## config.mk

```make
export PLATFORM = sky130hd
export DESIGN_NAME = lab4_net_bus_pkt_sched
export DESIGN_NICKNAME = d
export VERILOG_FILES = /design/src/rtl/lab4_net_bus_pkg.sv /design/src/rtl/lab4_net_bus_rr_pick.sv /design/src/rtl/lab4_net_bus_pkt_sched.sv
export SDC_FILE = /design/constraint.sdc
export NUM_CORES = 1
export LEC_CHECK = 0
export ABC_AREA = 1
export ABC_CLOCK_PERIOD_IN_PS = 4530
export CAP_MARGIN = 30
export CELL_PAD_IN_SITES_DETAIL_PLACEMENT = 0
export CELL_PAD_IN_SITES_GLOBAL_PLACEMENT = 1
export CORE_MARGIN = 2
export CORE_UTILIZATION = 34
export DETAILED_ROUTE_END_ITERATION = 6
export PLACE_DENSITY = 0.78
export SLEW_MARGIN = 15
export SYNTH_ARGS = -nofsm -noshare
export SYNTH_HDL_FRONTEND = slang
export SYNTH_HIERARCHICAL = 1
export SYNTH_SLANG_ARGS = --single-unit
```

## constraint.sdc

```tcl
create_clock -name clk -period 4.53 [get_ports clk]
set_input_delay 1.1325 -clock clk [delete_from_list [all_inputs] [get_ports clk]]
set_output_delay 1.1325 -clock clk [all_outputs]
set_load 0.005 [all_outputs]
```

## src/rtl/lab4_net_bus_pkg.sv

```systemverilog
// Shared definitions for the 4-port bus network packet scheduler.
//   c_nports    : number of bus ports (fixed at 4)
//   state_t     : scheduler FSM state (IDLE = arbitrate, LOCKED = wormhole held)
//   idx2onehot  : 2-bit port index to 4-bit one-hot vector
package lab4_net_bus_pkg;

   localparam int unsigned c_nports = 4;

   typedef enum logic {
      IDLE   = 1'b0,
      LOCKED = 1'b1
   } state_t;

   function automatic logic [3:0] idx2onehot(input logic [1:0] idx);
      return 4'b0001 << idx;
   endfunction

endpackage

```

## src/rtl/lab4_net_bus_rr_pick.sv

```systemverilog
// Combinational rotating-priority picker.
//   reqs    : request vector, one bit per port
//   ptr     : highest-priority port index
//   gnt_val : high when any request is present
//   gnt_idx : first requesting port scanning ptr, ptr+1, ... mod 4
module lab4_net_bus_rr_pick
   import lab4_net_bus_pkg::*;
(
   input  logic [3:0] reqs,
   input  logic [1:0] ptr,
   output logic       gnt_val,
   output logic [1:0] gnt_idx
);

   logic [1:0] cand;

   // Scan from lowest to highest priority so the last hit is the winner.
   always_comb begin
      gnt_val = 1'b0;
      gnt_idx = '0;
      cand    = '0;
      for (int unsigned k = 0; k < c_nports; k++) begin
         cand = ptr + 2'(c_nports - 1 - k);
         if (reqs[cand]) begin
            gnt_val = 1'b1;
            gnt_idx = cand;
         end
      end
   end

endmodule

```

## src/rtl/lab4_net_bus_pkt_sched.sv

```systemverilog
// Packet-level (wormhole) scheduler for the 4-port bus network.
// A requester that wins with a non-tail flit keeps the bus until its tail
// transfers; round-robin priority advances only at packet boundaries.
//   clk, reset       : clock, synchronous active-high reset
//   inq_val/inq_rdy  : input-queue head valid / dequeue strobe per port
//   inq_dest0..3     : destination of each queue's head flit
//   inq_last         : tail-flit flag of each queue's head flit
//   out_val/out_rdy  : one-hot valid toward outputs / output-port ready
//   sel              : bus datapath mux select
//   busy, owner      : lock held / lock holder index
//   xfer_count       : number of flits transferred (wraps)
module lab4_net_bus_pkt_sched
   import lab4_net_bus_pkg::*;
#(
   parameter int unsigned p_cnt_nbits = 16
) (
   input  logic                   clk,
   input  logic                   reset,
   input  logic [3:0]             inq_val,
   output logic [3:0]             inq_rdy,
   input  logic [1:0]             inq_dest0,
   input  logic [1:0]             inq_dest1,
   input  logic [1:0]             inq_dest2,
   input  logic [1:0]             inq_dest3,
   input  logic [3:0]             inq_last,
   output logic [3:0]             out_val,
   input  logic [3:0]             out_rdy,
   output logic [1:0]             sel,
   output logic                   busy,
   output logic [1:0]             owner,
   output logic [p_cnt_nbits-1:0] xfer_count
);

   state_t                 state_q, state_d;
   logic [1:0]             ptr_q, ptr_d;
   logic [1:0]             own_q, own_d;
   logic [1:0]             ldest_q, ldest_d;
   logic [p_cnt_nbits-1:0] cnt_q, cnt_d;

   logic [3:0][1:0] dest_all;
   logic            gnt_val;
   logic [1:0]      gnt_idx;
   logic [1:0]      gdest;
   logic            fire;

   assign dest_all = {inq_dest3, inq_dest2, inq_dest1, inq_dest0};
   assign gdest    = dest_all[gnt_idx];

   lab4_net_bus_rr_pick u_pick (
      .reqs    (inq_val),
      .ptr     (ptr_q),
      .gnt_val (gnt_val),
      .gnt_idx (gnt_idx)
   );

   always_comb begin
      state_d = state_q;
      ptr_d   = ptr_q;
      own_d   = own_q;
      ldest_d = ldest_q;
      cnt_d   = cnt_q;
      out_val = '0;
      inq_rdy = '0;
      sel     = '0;
      fire    = 1'b0;
      // Outputs stay forced to zero for the whole reset cycle.
      if (!reset) begin
         unique case (state_q)
            IDLE: begin
               if (gnt_val) begin
                  sel              = gnt_idx;
                  out_val          = idx2onehot(gdest);
                  inq_rdy[gnt_idx] = out_rdy[gdest];
                  fire             = out_rdy[gdest];
                  if (fire) begin
                     if (inq_last[gnt_idx]) begin
                        ptr_d = gnt_idx + 2'd1;
                     end else begin
                        state_d = LOCKED;
                        own_d   = gnt_idx;
                        ldest_d = gdest;
                     end
                  end
               end
            end
            LOCKED: begin
               sel = own_q;
               // Owner bubble drives nothing; other ports stay masked.
               if (inq_val[own_q]) begin
                  out_val        = idx2onehot(ldest_q);
                  inq_rdy[own_q] = out_rdy[ldest_q];
                  fire           = out_rdy[ldest_q];
                  if (fire && inq_last[own_q]) begin
                     state_d = IDLE;
                     ptr_d   = own_q + 2'd1;
                  end
               end
            end
            default: state_d = IDLE;
         endcase
         if (fire) begin
            cnt_d = cnt_q + p_cnt_nbits'(1);
         end
      end
   end

   always_ff @(posedge clk) begin
      if (reset) begin
         state_q <= IDLE;
         ptr_q   <= '0;
         own_q   <= '0;
         ldest_q <= '0;
         cnt_q   <= '0;
      end else begin
         state_q <= state_d;
         ptr_q   <= ptr_d;
         own_q   <= own_d;
         ldest_q <= ldest_d;
         cnt_q   <= cnt_d;
      end
   end

   assign busy       = !reset && (state_q == LOCKED);
   assign owner      = reset ? 2'b00 : own_q;
   assign xfer_count = reset ? '0 : cnt_q;

endmodule

```

==> reports/metrics.yaml, run 1 <==
synth_flop_cell: "dfxtp_1"
skew_ns: 0.00827
drt_iter0_drc: 120
cts_hold_buf: 0
ys_ff_latch: 23
finalPower_mw: 1.45
worstPathCellList: "clkbuf_2 -> inv_2 -> o21ai_2 -> buf_4 -> nand2_1 -> nand2_1 -> nand3_1 -> a21boi_2 -> buf_6 -> inv_4 -> nor2_4 -> nand2_2 -> nand4_4 -> inv_2 -> nand2_4 -> nand2_2 -> nor2_2 -> nand3_1 -> a21oi_2 -> dlygate4sd2_1"
grt_antenna_before_repair: 0
drv_cap: 0
tightest_slew_ns: 0.528
yosysWarnings: 6
leakage_nw: 1.30
portBuffers: 50
start_util_pct: 35.6
ys_async_sr_fraction_pct: 0
vdd_drop_max_mv: 0.283
diodes: 0
critPathRequiredTime_ns: 3.40
utilization_pct: 50.7
die_w_um: 82.9
post_drt_wl_per_cell_um: 12.4
design.core.area_um2: 5960
critPathKind: "in -> out"
synth-edff-count: 0
cts.sinks: 23
yosysSeqAreaShare_pct: 21.7
finalSetupViolations: 0
route.detailed.drc: 0
drive_gt1_share_pct: 25.2
fin_crit_sh_pct: 94.2
yosysUniqueCellTypes: 33
cts_htree_levels: 1
routed_via_density: 4.78
syn_avg_cell_area_um2: 6.00
fin_nets: 456
dieArea_um2: 6880
hpwlAfterDp_um: 4670
grt_pass1_wl_um: 10800
cpPeakStageDelay_ns: 0.24
grt_start_max_net_pins: 43
clk_latency_ns: 0.27
netlist_instances: 353
track_usage_pct: 18.4
syn2layout_area_growth_pct: 42.4
path_delay_family: "simple AND/OR/NAND/NOR gates"
syn_area_um2: 2120
cts_buffers: 3
grt_pass1_vias: 2359
status: "finished clean"
finalHoldViolCount: 0
grt-ovfl-total: 0
power_density_nw_per_um2: 482
slowest_stage: "dlygate4sd2_1"
startpoint_type: "primary input"
period_needed_ns: 4.27
clockBufferDepth: 2
cp_num_buf_inv: 7
ios: 51
endpoint_kind: "primary output"
cts_root_buffer: "clkbuf_8"
cp_max_fo: 6
hold_class: "reg -> reg"
fmax_mhz: 234
vias: 2423
clkTransAtPathRegs_ns: 0.09
cts_tree: "done"
wl_um: 6280
rsz0062_at_grt: "no"
die_h_um: 82.9
num_rows: 28
arrival_ns: 3.14
syn_nets: 376
slew_viol_final: 0
gp_congestion: 0.866
dr.pass1.iters: 4
slew_headroom_pct: 64.6
ant_nets: 0
## per-stage QoR
stage / hold WS, ns / setup WS (ns) / instance area [µm²] / cells / TNS, ns
2_1_floorplan: 0.465 / 0.567 / 2120 / 353 / 0
3_3_place_gp: 0.502 / -0.505 / 2850 / 495 / -3.34
3_5_place_dp: 0.513 / -0.578 / 2850 / 495 / -3.63
4_1_cts: 0.527 / 0.0119 / 2970 / 504 / 0
5_1_grt: 0.539 / 0.0443 / 3020 / 507 / 0
6_report: 0.527 / 0.261 / 3020 / 507 / 0
## worst reg2reg max path: cells and delay by family, from the launching register on
family	cells	cell delay, ns
simple gates	11	1.11
buf+inv	6	0.79
flops	1	0.53
compound gates	2	0.31
## synthesized netlist by cell type (2+ instances only)
cell type,number,area share (%)
nand2_1,79,14
buf_6,2,1.1
dfxtp_1,23,22
o21ai_0,2,0.47
xor2_1,15,6.2
inv_2,3,0.53
nor2_1,54,9.6
clkbuf_1,5,0.89
nand3_1,42,9.9
nand4_1,6,1.8
nand2_2,16,4.7
inv_1,41,7.3
a21oi_2,10,4.1
nor3_1,4,0.95
nand2_4,2,1.1
buf_2,6,1.4
nor4_1,6,1.8
a21oi_1,22,5.2
## cell usage in the layout, fill, tap and decap left out, types with 6 or more instances in the layout
| master | Yosys | routed |
|---|---|---|
| buf_4 | 0 | 37 |
| xor2_1 | 15 | 15 |
| clkdlybuf4s50_1 | 0 | 37 |
| nand4_1 | 6 | 6 |
| inv_1 | 41 | 39 |
| a21oi_2 | 10 | 12 |
| dfxtp_1 | 23 | 23 |
| nand3_1 | 42 | 38 |
| a21oi_1 | 22 | 20 |
| nor2_1 | 54 | 52 |
| nand2_1 | 79 | 71 |
| nor4_1 | 6 | 6 |
| nand2_2 | 16 | 23 |
## layer usage
metal,track usage [%],vias to the layer above,wire (µm)
li1,-,1289,-
met1,23.9,1077,3020
met2,31.7,48,2950
met3,2.68,9,216
met4,4.77,0,95
met5,0,-,0
## area by class of cell
cell class | count | area (µm²)
clock buffer | 3 | 41.3
clock inverter | 1 | 7.51
fill | 667 | 2940
inverter | 46 | 179
multi-input combinational | 270 | 1470
sequential | 23 | 460
tap | 75 | 93.8
timing repair buffer | 89 | 766
## cell families after synthesis
| family | after synthesis | share of synthesized area (%) |
|---|---|---|
| compound gates | 38 | 11.1 |
| fa+ha+maj | 1 | 0.591 |
| flops | 23 | 21.7 |
| xor+xnor | 15 | 6.20 |
| buf+inv | 60 | 12.6 |
| simple gates | 216 | 47.7 |
## power breakdown
part	internal (mW)	total (mW)	switching, mW
clock	0.0624	0.136	0.0733
sequential	0.227	0.268	0.0413
combinational	0.458	1.05	0.591
## state kept, by name, indices dropped and copies added, names as in the netlist
signal	count
cnt_q	16
state_q	1
ptr_q	2
own_q	2
ldest_q	2
## timing repair
item | CTS | global route
setup endpoints to repair | 8 | 8
setup buffers | 5 | 3
pin swaps | 9 | 8
resized for setup | 30 | 21
## final timing paths
kind | endpoint | slack [ns] | cells past startpoint | start
max | inq_rdy[2] | 0.26 | 20 | inq_val[3]
min | cnt_q[1] | 0.53 | 2 | cnt_q[1]
max reg2reg | cnt_q[8] | 1.72 | 19 | ptr_q[0]
min reg2reg | cnt_q[1] | 0.53 | 2 | cnt_q[1]
(Power assumes the default switching activity.)
==> run 2: changes to the inputs <==
--- a/config.mk
+++ b/config.mk
@@ -7,7 +7,7 @@
 export LEC_CHECK = 0
 export ABC_AREA = 1
 export ABC_CLOCK_PERIOD_IN_PS = 4530
-export CAP_MARGIN = 30
+export CAP_MARGIN = 20
 export CELL_PAD_IN_SITES_DETAIL_PLACEMENT = 0
 export CELL_PAD_IN_SITES_GLOBAL_PLACEMENT = 1
 export CORE_MARGIN = 2
==> results of run 2 <==
Final layout, timing and power as in run 1 (identical DEF).
==> run 3: changes to the inputs <==
--- a/config.mk
+++ b/config.mk
@@ -10,7 +10,6 @@
 export CAP_MARGIN = 20
 export CELL_PAD_IN_SITES_DETAIL_PLACEMENT = 0
 export CELL_PAD_IN_SITES_GLOBAL_PLACEMENT = 1
-export CORE_MARGIN = 2
 export CORE_UTILIZATION = 34
 export DETAILED_ROUTE_END_ITERATION = 6
 export PLACE_DENSITY = 0.78
==> run 3 against run 2 <==
Against the previous run: maximum frequency grew 0.63%; critical endpoint is now out_val[2]; critical path depth shrank 3; setup slack gained 0.027 ns; die area shrank 4.8%; clock-buffer cell count grew 1; highest routed layer unchanged; register-to-register slack lost 0.11 ns; global-route usage grew 0.67 points; via count shrank 1.5%; core utilization shrank 1.4 points; combinational power shrank 4%; non-clock buffer count shrank 4.
==> reports/metrics.yaml, run 3 (synthesized netlist as in run 1, its figures left out) <==
slew_viol_final: 0  # unchanged
post_drt_wl_per_cell_um: 12.0  # -3.2%
routed_via_density: 4.74  # -0.74%
period_needed_ns: 4.24  # -0.0266 ns
ff_latch_area_um2: 460  # unchanged
cts_hold_buf: 0  # unchanged
critPathRequiredTime_ns: 3.40  # about the same
post-route-cell-area_um2: 2930  # -2.8%
cts_buffers: 3  # unchanged
cts_root_buffer: "clkbuf_8"
design.core.area_um2: 5960  # unchanged
finalSetupViolations: 0  # unchanged
final_cell_mix: "nand2_1 (74), nor2_1 (50), nand3_1 (41)"
largest_register_ffs: 16  # unchanged
grt_antenna_before_repair: 0  # unchanged
fmax_mhz: 236  # +0.63%
drt_iter0_drc: 165  # +38%
hpwlAfterDp_um: 4640  # -0.51%
vdd_drop_max_mv: 0.175  # -38%
clkTransAtPathRegs_ns: 0.08  # about the same
drv_cap: 0  # unchanged
grt_start_max_net_pins: 43  # unchanged
worstPathCellList: "clkdlybuf4s15_1 -> inv_2 -> nand2_2 -> nand3_2 -> nand2_1 -> nand3_1 -> nand3_1 -> nand2_2 -> buf_12 -> nor2_1 -> nand2_1 -> nand4_2 -> buf_4 -> buf_4 -> a21oi_1 -> nor4_1 -> dlygate4sd2_1"
rsz0062_at_grt: "no"
die_h_um: 80.9  # -2.4%
cp_num_buf_inv: 6  # -1
start_util_pct: 35.6  # unchanged
cts_htree_levels: 1  # unchanged
cp_max_fo: 8  # +2
drive_gt1_share_pct: 22.9  # -2.3 points
syn2layout_area_growth_pct: 38.5
endpoint_kind: "primary output"
ios: 51  # unchanged
slowest_stage: "dlygate4sd2_1"
grt-ovfl-total: 0  # unchanged
multi_input_area_um2: 1430  # -2.9%
top_register: "cnt_q"
place_area_um2: 2880  # +0.97%
leakage_nw: 1.26  # -2.7%
grt_pass1_wl_um: 9850  # -8.7%
final_common_cell: "nand2_1"
startpoint_type: "primary input"
fill_cells: 665  # -0.30%
tightest_slew_ns: 0.557  # +0.0295 ns
status: "finished clean"
gp_congestion: 0.859  # -0.80%
fin_crit_sh_pct: 93.7  # -0.59 points
slew_headroom_pct: 62.6  # -2.0 points
diodes: 0  # unchanged
track_usage_pct: 19.0  # +0.67 points
dr.pass1.iters: 4  # unchanged
critPathKind: "in -> out"
finalHoldViolCount: 0  # unchanged
hold_class: "reg -> reg"
cts.sinks: 23  # unchanged
skew_ns: 0.00185  # -0.00642 ns
clockBufferDepth: 2  # unchanged
path_delay_family: "simple AND/OR/NAND/NOR gates"
dp.cells: 497  # +0.40%
dieArea_um2: 6550  # -4.8%
route.detailed.drc: 0  # unchanged
cts_tree: "done"
wl_um: 6030  # -4.0%
clk_latency_ns: 0.26  # about the same
power_density_nw_per_um2: 478  # -0.81%
portBuffers: 50  # unchanged
num_rows: 28  # unchanged
fin_nets: 452  # -0.88%
ant_nets: 0  # unchanged
grt_pass1_vias: 2225  # -5.7%
fin_cells: 503  # -0.79%
die_w_um: 80.9  # -2.4%
arrival_ns: 3.11  # -0.03 ns
cpPeakStageDelay_ns: 0.27  # +0.03 ns
vias: 2386  # -1.5%
-- run 3: changes by cell type in the layout (fill, tap and decap cells not counted), moves of 2 or more --
cell     previous run  this run
buf_6               2         0
nand3_1            38        41
nand2_2            23        21
nor2_2              1         3
buf_4              37        34
a21oi_2            12        10
a21oi_1            20        22
buf_2               1         3
nand2_1            71        74
nor2_1             52        50
nand3_2             4         1
-- run 3: final cells by class --
cell class / count / share of cell area, %
Multi-Input combinational cell: 270 / 48.6
Timing Repair Buffer: 85 / 24.9
Sequential cell: 23 / 15.7
Inverter: 46 / 6.02
Tap cell: 75 / 3.20
Clock buffer: 4 / 1.54
-- run 3: worst register-to-register path, stage by stage (launching register included) --
cell	delay, ns
dfxtp_1	0.53
inv_1	0.15
nand2_1	0.11
and2_4	0.15
nand2_2	0.06
nand2_2	0.07
clkinv_2	0.05
nand2_1	0.05
nand2_1	0.05
nand2_2	0.07
buf_12	0.13
inv_4	0.04
nand2_1	0.05
nand2_1	0.06
nand2_2	0.08
nand2_2	0.07
nand2_1	0.06
nand2_1	0.05
nand2_2	0.09
nand4_4	0.14
buf_4	0.18
buf_4	0.17
nand2_4	0.22
nand2_1	0.09
a21oi_1	0.14
-- run 3: worst paths after layout --
path	start	end	slack [ns]	depth (start not counted)
worst min register to register	cnt_q[1]	cnt_q[1]	0.52	2
worst min-delay path	cnt_q[1]	cnt_q[1]	0.52	2
worst max-delay path	inq_val[1]	out_val[2]	0.29	17
worst max register to register	ptr_q[0]	cnt_q[8]	1.61	24
-- run 3: stage by stage --
stage               TNS, ns  worst slack [ns]  hold slack (ns)  util, %  power, mW
detailed placement    -3.29            -0.540            0.510     48.3       1.25
global placement      -2.97            -0.473            0.502     48.3       1.25
finish                    0             0.287            0.518     49.2       1.40
global route              0            0.0196            0.544     49.2       1.53
CTS                       0            0.0637            0.521     49.1       1.39
floorplan                 0             0.567            0.465        -      0.900
-- run 3: what timing repair did --
action                     in CTS  in global routing
setup buffers                   1                  1
gates resized for setup        25                 18
setup endpoints to repair       8                  8
pin swaps                       9                  5
-- run 3: metal layers --
layer,part of all wire [%],global-route usage (%),vias to the layer above,wire length (µm)
met2,47,35.2,54,2840
met3,4.4,1.57,5,263
li1,-,-,1271,-
met1,48,23.3,1056,2870
met5,0,0,-,0
met4,0.88,5.00,0,53
-- run 3: power by group --
| part | total, mW | internal, mW | leakage [nW] | switching, mW |
|---|---|---|---|---|
| Clock | 0.125 | 0.0627 | 0.0228 | 0.0625 |
| Sequential | 0.271 | 0.227 | 0.187 | 0.0435 |
| Combinational | 1.01 | 0.439 | 1.05 | 0.567 |
